[src/rtl/seg7_pkg.sv]
// Shared types and encodings for the seven-segment loopback decoder.
// The decoder honours the SEG7_DEC_BLANK_EN build option; nothing here depends on it.
package seg7_pkg;

    typedef logic [1:0] char_code_t;

    localparam char_code_t CH_D     = 2'b00;
    localparam char_code_t CH_E     = 2'b01;
    localparam char_code_t CH_1     = 2'b10;
    localparam char_code_t CH_BLANK = 2'b11;

    // Active-low segment patterns, bit 0 = segment a .. bit 6 = segment g
    localparam logic [6:0] SEG_D     = 7'b0100001;
    localparam logic [6:0] SEG_E     = 7'b0000110;
    localparam logic [6:0] SEG_1     = 7'b1111001;
    localparam logic [6:0] SEG_BLANK = 7'b1111111;

    typedef enum logic [1:0] {
        ST_CHANGE = 2'd0,
        ST_COUNT  = 2'd1,
        ST_HELD   = 2'd2
    } scan_state_t;

endpackage

[src/rtl/seg7_pattern_decode.sv]
// Combinational segment-pattern to character-code decoder.
// SEG7_DEC_BLANK_EN: when defined, the all-dark pattern decodes as a legal blank.
module seg7_pattern_decode
    import seg7_pkg::*;
(
    input  logic [6:0] seg_i,
    output char_code_t code_o,
    output logic       legal_o
);

    always_comb begin
        code_o  = CH_BLANK;
        legal_o = 1'b0;
        case (seg_i)
            SEG_D: begin code_o = CH_D; legal_o = 1'b1; end
            SEG_E: begin code_o = CH_E; legal_o = 1'b1; end
            SEG_1: begin code_o = CH_1; legal_o = 1'b1; end
`ifdef SEG7_DEC_BLANK_EN
            SEG_BLANK: begin code_o = CH_BLANK; legal_o = 1'b1; end
`else
            SEG_BLANK: begin code_o = CH_BLANK; legal_o = 1'b0; end
`endif
            default: begin code_o = CH_BLANK; legal_o = 1'b0; end
        endcase
    end

endmodule

[src/rtl/seg7_scan_decoder.sv]
// Debounced receive-side decoder for the multiplexed seven-segment drive.
// Build option SEG7_DEC_BLANK_EN (see seg7_pattern_decode) makes the blank pattern legal.
module seg7_scan_decoder
    import seg7_pkg::*;
#(
    parameter int NDIG       = 3,
    parameter int STABLE_CYC = 4
) (
    input  logic                clk_i,
    input  logic                rst_i,
    input  logic [6:0]          seg_i,
    input  logic [NDIG-1:0]     dig_i,
    output logic [2*NDIG-1:0]   code_o,
    output logic [NDIG-1:0]     valid_o,
    output logic                err_o,
    output logic                frame_o
);

    localparam int            CW       = $clog2(STABLE_CYC);
    localparam logic [CW-1:0] CNT_TERM = CW'(STABLE_CYC - 1);

    logic [6:0]        seg_q;
    logic [NDIG-1:0]   dig_q;
    scan_state_t       state_q, state_d;
    logic [CW-1:0]     cnt_q, cnt_d;
    logic [2*NDIG-1:0] code_q, code_d;
    logic [NDIG-1:0]   valid_q, valid_d;
    logic [NDIG-1:0]   seen_q, seen_d, seen_nx;
    logic              err_q, err_d;
    logic              frame_q, frame_d;
    logic              same, accept;
    char_code_t        dec_code;
    logic              dec_legal;

    seg7_pattern_decode u_dec (
        .seg_i   (seg_q),
        .code_o  (dec_code),
        .legal_o (dec_legal)
    );

    assign same = (seg_i == seg_q) && (dig_i == dig_q);

    // The differing edge itself clears the count, so the first matching sample already counts as one.
    always_comb begin
        state_d = state_q;
        cnt_d   = cnt_q;
        accept  = 1'b0;
        if (!same) begin
            state_d = ST_CHANGE;
            cnt_d   = '0;
        end else begin
            case (state_q)
                ST_CHANGE: begin
                    state_d = ST_COUNT;
                    cnt_d   = CW'(1);
                end
                ST_COUNT: begin
                    if (cnt_q == CNT_TERM) begin
                        accept  = 1'b1;
                        state_d = ST_HELD;
                    end else begin
                        cnt_d = cnt_q + 1'b1;
                    end
                end
                ST_HELD: ;
                default: state_d = ST_CHANGE;
            endcase
        end
    end

    always_comb begin
        code_d  = code_q;
        valid_d = valid_q;
        err_d   = err_q;
        seen_d  = seen_q;
        seen_nx = seen_q | dig_q;
        frame_d = 1'b0;
        if (accept && (dig_q != '0)) begin
            if (!$onehot(dig_q)) begin
                err_d = 1'b1;
            end else begin
                for (int i = 0; i < NDIG; i++) begin
                    if (dig_q[i]) begin
                        if (dec_legal) begin
                            code_d[2*i +: 2] = dec_code;
                            valid_d[i]       = 1'b1;
                        end else begin
                            valid_d[i] = 1'b0;
                            err_d      = 1'b1;
                        end
                    end
                end
                if (&seen_nx) begin
                    frame_d = 1'b1;
                    seen_d  = '0;
                end else begin
                    seen_d = seen_nx;
                end
            end
        end
    end

    always_ff @(posedge clk_i) begin
        if (rst_i) begin
            seg_q   <= SEG_BLANK;
            dig_q   <= '0;
            state_q <= ST_CHANGE;
            cnt_q   <= '0;
            code_q  <= '0;
            valid_q <= '0;
            seen_q  <= '0;
            err_q   <= 1'b0;
            frame_q <= 1'b0;
        end else begin
            seg_q   <= seg_i;
            dig_q   <= dig_i;
            state_q <= state_d;
            cnt_q   <= cnt_d;
            code_q  <= code_d;
            valid_q <= valid_d;
            seen_q  <= seen_d;
            err_q   <= err_d;
            frame_q <= frame_d;
        end
    end

    assign code_o  = code_q;
    assign valid_o = valid_q;
    assign err_o   = err_q;
    assign frame_o = frame_q;

endmodule
[config.mk]
export PLATFORM = sky130hd
export DESIGN_NAME = seg7_scan_decoder
export DESIGN_NICKNAME = d
export VERILOG_FILES = /design/src/rtl/seg7_pkg.sv /design/src/rtl/seg7_pattern_decode.sv /design/src/rtl/seg7_scan_decoder.sv
export SDC_FILE = /design/constraint.sdc
export NUM_CORES = 1
export LEC_CHECK = 0
export ABC_AREA = 1
export CORE_MARGIN = 10
export CORE_UTILIZATION = 40
export CTS_BUF_LIST = sky130_fd_sc_hd__clkbuf_4 sky130_fd_sc_hd__clkbuf_8
export CTS_CLUSTER_SIZE = 28
export DETAILED_ROUTE_END_ITERATION = 8
export PLACE_DENSITY = 0.66
export SLEW_MARGIN = 20
export SYNTH_ARGS = -nofsm -noshare
export SYNTH_HDL_FRONTEND = slang
export SYNTH_SLANG_ARGS = --single-unit
[constraint.sdc]
create_clock -name clk_i -period 3.4 [get_ports clk_i]
set_input_delay 0.68 -clock clk_i [delete_from_list [all_inputs] [get_ports clk_i]]
set_output_delay 0.68 -clock clk_i [all_outputs]
set_load 0.03 [all_outputs]
; After elaboration in Yosys (flattened, before gate mapping)
; Cells that the tools add are included.
[word_totals]
regBits = 28
latch_bits = 0
ram_bits = 0
romBits = 0
inputBits = 12
output_inout_bits = 11
word_cells = 69
memories = 0
[classes]
n_addsub = 3
n_mul = 0
div_mod_pow = 0
magnitude_cmp = 0
eq_ne = 11
shifts = 0
mux = 19
bitwise_logic = 5
reduce_logical = 18
[ops]
columns = op, count
row1 = $mux W1, 13
row2 = $pmux W2 S3, 2
row3 = $reduce_and A3 Y1, 4
row4 = $reduce_and A4 Y1, 3
row5 = $eq A7 B3 Y1 const B, 1
row6 = $eq A7 B6 Y1 const B, 1
row7 = $eq A7 B7 Y1, 1
row8 = $eq A7 B7 Y1 const B, 1
row9 = $reduce_and A2 Y1, 3
row10 = $reduce_or A3 Y1, 2
row11 = $eq A2 B1 Y1 const B, 2
row12 = $eq A2 B2 Y1 const B, 2
row13 = $mux W2, 2
row14 = $ne A2 B2 Y1 const B, 2
row15 = $not A1 Y1, 4
row16 = $pmux W2 S2, 1
row17 = $eq A3 B3 Y1, 1
row18 = $mux W3, 1
row19 = $or A3 B3 Y3, 1
row20 = $reduce_bool A3 Y1, 1
row21 = $add A1 B1 Y2, 1
row22 = $add A2 B1 Y2, 1
row23 = $add A2 B1 Y2 const B, 1
row24 = $logic_and A1 B1 Y1, 2
row25 = 3 further kinds, 3

; Longest topological paths before layout
; Gate-level depths: netlist of the first run.
[depth]
depth_word = 10
ltp_mapped = 11
depth_no_buf = 11

; Modules after synthesis
; A second synthesis of the first run with hierarchy kept.
[hier_totals]
cells_unflattened = 210
area_unflattened_um2 = 1480.2
[by_module_without_submodules]
columns = module, n_inst, cells_each, area_per_inst_um2, seq_area_each_um2
row1 = seg7_scan_decoder, 1, 184, 1366.3, 560.5
row2 = seg7_pattern_decode, 1, 26, 113.9, 0.0

; Worst setup path before layout of the first run
; Ideal clock, no wire load.
[synth_timing]
kind = reg2reg
startpoint = reg dig_q[0]
endpoint = reg err_q (netlist: err_o)
setup_ns = 0.128
arrival_ns = 1.794
required_ns = 3.272
path_slack_ns = 1.479
path_stages_with_launch = 8
n_path_buf = 1
synth_period_minus_slack_ns = 1.921
cell_sequence = dfxtp_1 inv_2 fa_1 nor2_1 clkbuf_1 o21ai_0 a21oi_1 nor2_1
[synth_via]
elab_chain_cells = 6
elab_cells_between_ends = 14
cone_classes = add/sub (2) / eq/ne (2) / mux (7) / reduce/logical (3)
[synth_lines]
columns = element, line
row1 = "start, declared", seg7_scan_decoder.sv:23  ; logic [NDIG-1:0] dig_q;
row2 = "start signal, assigned", seg7_scan_decoder.sv:116  ; dig_q <= dig_i;
row3 = "parallel branches: the longest is 6 deep, another holds $add A1 B1 Y2", n/a
row4 = "end signal, assigned", seg7_scan_decoder.sv:122  ; err_q <= err_d;
row5 = "end, declared", seg7_scan_decoder.sv:29  ; logic err_q, err_d;
; Parallel ways; which one is timed is not known.
; A chain may end at the register's enable or synchronous reset.

; Final worst setup path of the first run
[layout_timing]
startpoint = reg dig_q[0]
endpoint = reg seen_q[0]
[layout_via]
elab_chain_cells = 5
elab_cells_between_ends = 12
cone_classes = add/sub (2) / eq/ne (2) / mux (2) / bitwise (1) / reduce/logical (5)
[layout_lines]
columns = element, line
row1 = "parallel branches: the longest is 5 deep, another holds $add A1 B1 Y2", n/a
row2 = "end signal, assigned", seg7_scan_decoder.sv:121  ; seen_q <= seen_d;
row3 = "end, declared", seg7_scan_decoder.sv:28  ; logic [NDIG-1:0] seen_q, seen_d, seen_nx;
; Parallel ways; which one is timed is not known.

==> results.json, run 1 <==
{
  "max_stage_delay_ns": 0.63,
  "ant_nets": 0,
  "synth_nets": 201,
  "hold_class": "flip-flop to flip-flop",
  "synth-seq-area-share_pct": 43.1,
  "rsz0062_at_grt": "no",
  "ys_ff_latch": 28,
  "syn_inst": 187,
  "crit_fanout": 14,
  "wire_per_inst_um": 10.8,
  "drive_gt1_share_pct": 7.62,
  "cts_made_buffers": 3,
  "antenna_found_initial": 0,
  "maxCapViolations": 0,
  "postCtsSetupRepairBufs": 0,
  "min-delay-start": "code_o[3]$_SDFFE_PP0P_",
  "synth_fa_ha_area_share_pct": 2.50,
  "synth_compound_area_share_pct": 7.41,
  "drtPass1Iterations": 4,
  "gr-total-overflow": 0,
  "arrival_ns": 2.50,
  "drtIter0Drc": 31,
  "end_kind": "flip-flop",
  "synth_common_cells": "nand2_1, inv_1, dfxtp_1",
  "grt_pass1_wl_um": 4870,
  "fmax_mhz": 442,
  "place_area_sq_um": 1560,
  "h-tree-depth": 1,
  "crit_required_ns": 3.64,
  "start_util_pct": 42.2,
  "syn2layout_area_growth_pct": 22.0,
  "cts.repair.resized": 0,
  "fp.coreArea_sq_um": 3080,
  "fin_skew_ns": 0.00315,
  "synth-simple-area-share_pct": 35.7,
  "cpMaxStageDelayCell": "nor2_1",
  "ys.warnings.count": 0,
  "worst_pin_slew_ns": 0.800,
  "fin_total_pwr_uw": 538,
  "netlist.area_leader.share_pct": 43.1,
  "numClockSinks": 28,
  "synth_area_sq_um": 1300,
  "startpoint_type": "flip-flop",
  "drv_slew": 0,
  "fin_hold_ws_ns": 0.469,
  "final_cell_area_sq_um": 1590,
  "clock_path_buffers": 2,
  "power.leakage_uw": 0.000723,
  "post-synth-top-area-cell": "dfxtp_1",
  "hold_violations": 0,
  "ys_async_sr_fraction_pct": 0,
  "nNetsFinal": 226,
  "die-area_sq_um": 5930,
  "outcome": "completed",
  "cts_root_buffer": "clkbuf_4",
  "die_w_um": 77.0,
  "fin_crit_sh_pct": 66.5,
  "vias": 1190,
  "cp_num_buf_inv": 1,
  "grt_usage_pct": 9.66,
  "post-route-min-period_ns": 2.26,
  "synth-main-ff-cell": "dfxtp_1",
  "ir_drop_v": 0.000135,
  "die_y_um": 77.0,
  "slew_headroom_pct": 46.5,
  "io_pins": 23,
  "drt_drc_violations_left": 0,
  "ys_top_cells_by_area": "dfxtp_1, nand2_1, inv_1, nor2_1, nand4_1",
  "ys_types": 23,
  "clkLatencyLatePin_ns": 0.32,
  "yosysMostFrequentCell": "nand2_1",
  "fin_util_pct": 51.5,
  "finalWeightedCongestion": 0.832,
  "critPathLaunch": "dig_q[0]$_SDFF_PP0_",
  "setup-violations-final": 0,
  "cts.hold.buffers_added": 0,
  "setup.worst_path.class": "flip-flop to flip-flop",
  "worstPathCellList": "inv_2 -> fa_1 -> nor2_1 -> nand2_1 -> nor2_1 -> nand2_1 -> nand2_1 -> nor2_1",
  "clk_pin_slew_ns": 0.14,
  "filler_cell_count": 322,
  "synth-edff-count": 0,
  "critPathTopFamily": "simple AND/OR/NAND/NOR gates",
  "synth_top_family_by_area": "simple AND/OR/NAND/NOR gates",
  "cts_tree": "yes",
  "dp_hpwl_um": 2250,
  "tns_ns": 0,
  "p_per_area_nw_per_um2": 339,
  "synth_xor_area_share_pct": 0,
  "grt_max_degree": 16,
  "via_per_inst": 4.69,
  "synthMuxAreaShare_pct": 0,
  "placementRows": 20,
  "synth_area_per_cell_sq_um": 6.95,
  "port_buffers": 22,
  "r2r_start": "dig_q[0]$_SDFF_PP0_",
  "first_global_vias": 1138,
  "diodes": 0,
  "routed_wl_um": 2730
}
-- cells by family (layout without fill, tap and decap cells) --
logic type      count (synthesis)  in the layout
buf+inv                        37             60
fa+ha+maj                       2              2
flops                          28             28
simple gates                  102            102
compound gates                 18             18
-- cell usage in the layout (no fill, tap or decap) --
master / netlist / routed
clkbuf_4: 0 / 3
nand3_2: 3 / 3
a21oi_1: 12 / 12
clkinv_1: 1 / 1
clkdlybuf4s50_1: 0 / 22
nand2_1: 56 / 56
nor3_1: 2 / 2
o22ai_1: 1 / 1
inv_2: 4 / 4
fa_1: 1 / 1
inv_1: 29 / 29
nor2_4: 1 / 1
a22oi_1: 1 / 1
nor3_4: 1 / 1
nand4_1: 10 / 10
o21ai_0: 3 / 3
nor2_1: 20 / 20
ha_1: 1 / 1
nor2_2: 2 / 2
or2_2: 1 / 1
nand3_1: 6 / 6
dfxtp_1: 28 / 28
buf_4: 0 / 1
a211oi_1: 1 / 1
-- state kept, by name, indices dropped and copies added, names as in the netlist --
name     cells
seg_q        7
code_o       6
dig_q        3
seen_q       3
valid_o      3
cnt_q        2
state_q      2
err_o        1
frame_o      1
-- stage by stage --
step                std cells  setup slack [ns]
global route              254             0.857
global placement          251             0.882
detailed placement        251             0.848
CTS                       254              1.13
floorplan                 187              1.48
finish                    254              1.14
-- final cells by class --
class / instances / area, sq um / area share (%)
well taps: 44 / 55.1 / 3.47
flip-flops and latches: 28 / 561 / 35.3
inverters: 34 / 128 / 8.04
multi-input cells: 122 / 593 / 37.4
repair buffers: 23 / 228 / 14.4
clock buffers: 3 / 22.5 / 1.42
-- worst register-to-register path: cells and delay by family, from the launching register on --
kind / cells / cell delay [ns]
simple gates: 6 / 1.11
flops: 1 / 0.49
buf+inv: 1 / 0.10
fa+ha+maj: 1 / 0.48
-- worst paths after layout --
check | slack (ns) | cells past startpoint | end
setup / recovery | 1.14 | 8 | seen_q[0]$_SDFFE_PP0P_
hold / removal | 0.47 | 2 | code_o[3]$_SDFFE_PP0P_
setup reg to reg | 1.14 | 8 | seen_q[0]$_SDFFE_PP0P_
hold reg to reg | 0.47 | 2 | code_o[3]$_SDFFE_PP0P_
-- power breakdown --
group | leakage [uW] | total [uW] | switching (uW) | internal [uW]
logic | 0.000481 | 62.4 | 37.1 | 25.4
clock network | 0.0000138 | 134 | 92.3 | 41.6
registers | 0.000228 | 342 | 7.02 | 335
-- routing by layer --
layer / share of wire, % / GRT usage, %
met5: 0 / 0
met3: 2.8 / 1.52
met1: 45 / 11.2
met2: 50 / 16.7
met4: 2.0 / 4.93
No activity file was read; power rests on OpenSTA's default activity.
==> run 2, diff against run 1 <==
--- a/config.mk
+++ b/config.mk
@@ -11,7 +11,7 @@
 export CTS_BUF_LIST = sky130_fd_sc_hd__clkbuf_4 sky130_fd_sc_hd__clkbuf_8
 export CTS_CLUSTER_SIZE = 28
 export DETAILED_ROUTE_END_ITERATION = 8
-export PLACE_DENSITY = 0.66
+export PLACE_DENSITY = 0.69
 export SLEW_MARGIN = 20
 export SYNTH_ARGS = -nofsm -noshare
 export SYNTH_HDL_FRONTEND = slang
==> constraint.sdc (replaced) <==
create_clock -name clk_i -period 1.8 [get_ports clk_i]
set_input_delay 0.36 -clock clk_i [delete_from_list [all_inputs] [get_ports clk_i]]
set_output_delay 0.36 -clock clk_i [all_outputs]
set_load 0.03 [all_outputs]
==> results.json, run 2 (same netlist as run 1, synthesis figures left out) <==
{
  "cp_num_buf_inv": 1,
  "final_cell_area_sq_um": 1880,
  "largest-register": "seg_q",
  "die_w_um": 77.0,
  "fp.coreArea_sq_um": 3080,
  "port_buffers": 22,
  "fin_hold_ws_ns": 0.250,
  "cts_made_buffers": 3,
  "cpMaxStageDelayCell": "clkdlybuf4s50_1",
  "wire_per_inst_um": 11.0,
  "hold_class": "input port to flip-flop",
  "drtPass1Iterations": 4,
  "drtIter0Drc": 77,
  "startpoint_type": "flip-flop",
  "fmax_mhz": 569,
  "p_per_area_nw_per_um2": 644,
  "end_kind": "output port",
  "place_area_sq_um": 1690,
  "multi_input_area_sq_um": 617,
  "final_common_cell": "nand2_1",
  "slew_headroom_pct": 77.8,
  "mostFrequentLayoutCells": "nand2_1, inv_1, dfxtp_1",
  "ant_nets": 0,
  "clk_pin_slew_ns": 0.15,
  "wl_met1_um": 1360,
  "placementRows": 20,
  "drt_drc_violations_left": 0,
  "finalWeightedCongestion": 0.794,
  "place_inst": 265,
  "worst_pin_slew_ns": 0.332,
  "largest_reg_flops": 7,
  "hold_violations": 0,
  "dp_hpwl_um": 2210,
  "routed_wl_um": 3020,
  "ir_drop_v": 0.000296,
  "arrival_ns": 1.40,
  "filler_cell_count": 281,
  "worstPathCellList": "clkdlybuf4s50_1",
  "wl_met3_um": 114,
  "gr-total-overflow": 0,
  "die-area_sq_um": 5930,
  "clkLatencyLatePin_ns": 0.34,
  "drive_gt1_share_pct": 22.9,
  "first_global_vias": 1101,
  "die_y_um": 77.0,
  "max_stage_delay_ns": 0.69,
  "power.leakage_uw": 0.000996,
  "crit_fanout": 2,
  "maxCapViolations": 0,
  "nNetsFinal": 246,
  "antenna_found_initial": 0,
  "top_layer": "met4",
  "grt_max_degree": 17,
  "critPathTopFamily": "buffers and inverters",
  "fin_skew_ns": 0.00708,
  "h-tree-depth": 1,
  "register_area_sq_um": 568,
  "outcome": "completed",
  "vias": 1245,
  "diodes": 0,
  "setup-violations-final": 0,
  "post-route-min-period_ns": 1.76,
  "cts_root_buffer": "clkbuf_4",
  "fin_crit_sh_pct": 97.6,
  "cts_tree": "yes",
  "start_util_pct": 42.2,
  "crit_required_ns": 1.44,
  "syn2layout_area_growth_pct": 44.9,
  "wl_met2_um": 1470,
  "setup.worst_path.class": "flip-flop to output port",
  "cts.hold.buffers_added": 0,
  "drv_slew": 0,
  "grt_pass1_wl_um": 4810,
  "final_cells": 275,
  "io_pins": 23,
  "numClockSinks": 28,
  "via_per_inst": 4.53,
  "clock_path_buffers": 2,
  "grt_usage_pct": 9.59
}
==> run 2: changes by cell type in the layout (fill, tap and decap cells not counted), moves of 2 or more <==
cell             before  now
dlymetal6s2s_1        0   13
buf_12                0    2
nand2_1              56   52
dfxtp_2               0    6
nor2_2                2    5
nor2_1               20   17
buf_4                 1   15
nand2_2               0    4
buf_6                 0    3
dfxtp_1              28   22
clkdlybuf4s50_1      22    9
==> run 2: through the flow <==
step	worst slack (ns)	util, %	TNS, ns	total power (uW)
CTS	0.0366	56.7	0	1210
global placement	-0.263	55.0	-2.75	798
finish	0.0434	61.2	0	1210
floorplan	0.00103	-	0	733
global route	-0.00247	61.2	-0.00247	1270
detailed placement	-0.267	55.0	-3.02	800
==> run 2: where the power goes <==
group / internal, uW / switching [uW] / total (uW)
clock network: 226 / 189 / 415
registers: 633 / 9.12 / 642
logic: 72.1 / 84.5 / 157
total: 931 / 283 / 1210
==> run 2: path summary, 6_finish.rpt <==
| kind | startpoint | endpoint | slack [ns] | depth (start not counted) |
|---|---|---|---|---|
| hold reg to reg | valid_o[2]$_SDFFE_PP0P_ | valid_o[2]$_SDFFE_PP0P_ | 0.47 | 2 |
| setup reg to reg | dig_q[0]$_SDFF_PP0_ | seen_q[1]$_SDFFE_PP0P_ | 0.13 | 9 |
| hold / removal | seg_i[3] | seg_q[3]$_SDFF_PP1_ | 0.25 | 3 |
| setup / recovery | code_o[0]$_SDFFE_PP0P_ | code_o[0] | 0.04 | 1 |
==> run 2: area by class of cell <==
type / count / share of cell area, %
Multi-Input combinational cell: 122 / 32.7
Sequential cell: 28 / 30.1
Timing Repair Buffer: 43 / 24.6
Inverter: 34 / 6.77
Tap cell: 44 / 2.92
Clock inverter: 1 / 1.59
Clock buffer: 3 / 1.20
==> run 2: worst reg2reg max path: stages (launching register included) <==
cell	delay, ns
dfxtp_2	0.37
inv_2	0.05
fa_1	0.47
nor2_1	0.11
buf_4	0.19
nand2_1	0.08
nor2_1	0.08
nand2_1	0.08
nand2_1	0.09
nor2_1	0.05
==> run 2: what timing repair did <==
item                       in CTS  in global routing
setup endpoints to repair       0                 16
gates resized for setup         0                 32
buffers inserted                0                  5
==> run 2: metal layers <==
layer | GRT usage (%) | vias up
met5 | 0 | -
met4 | 5.84 | 0
met3 | 1.75 | 7
met2 | 15.0 | 29
met1 | 11.9 | 537
li1 | - | 672
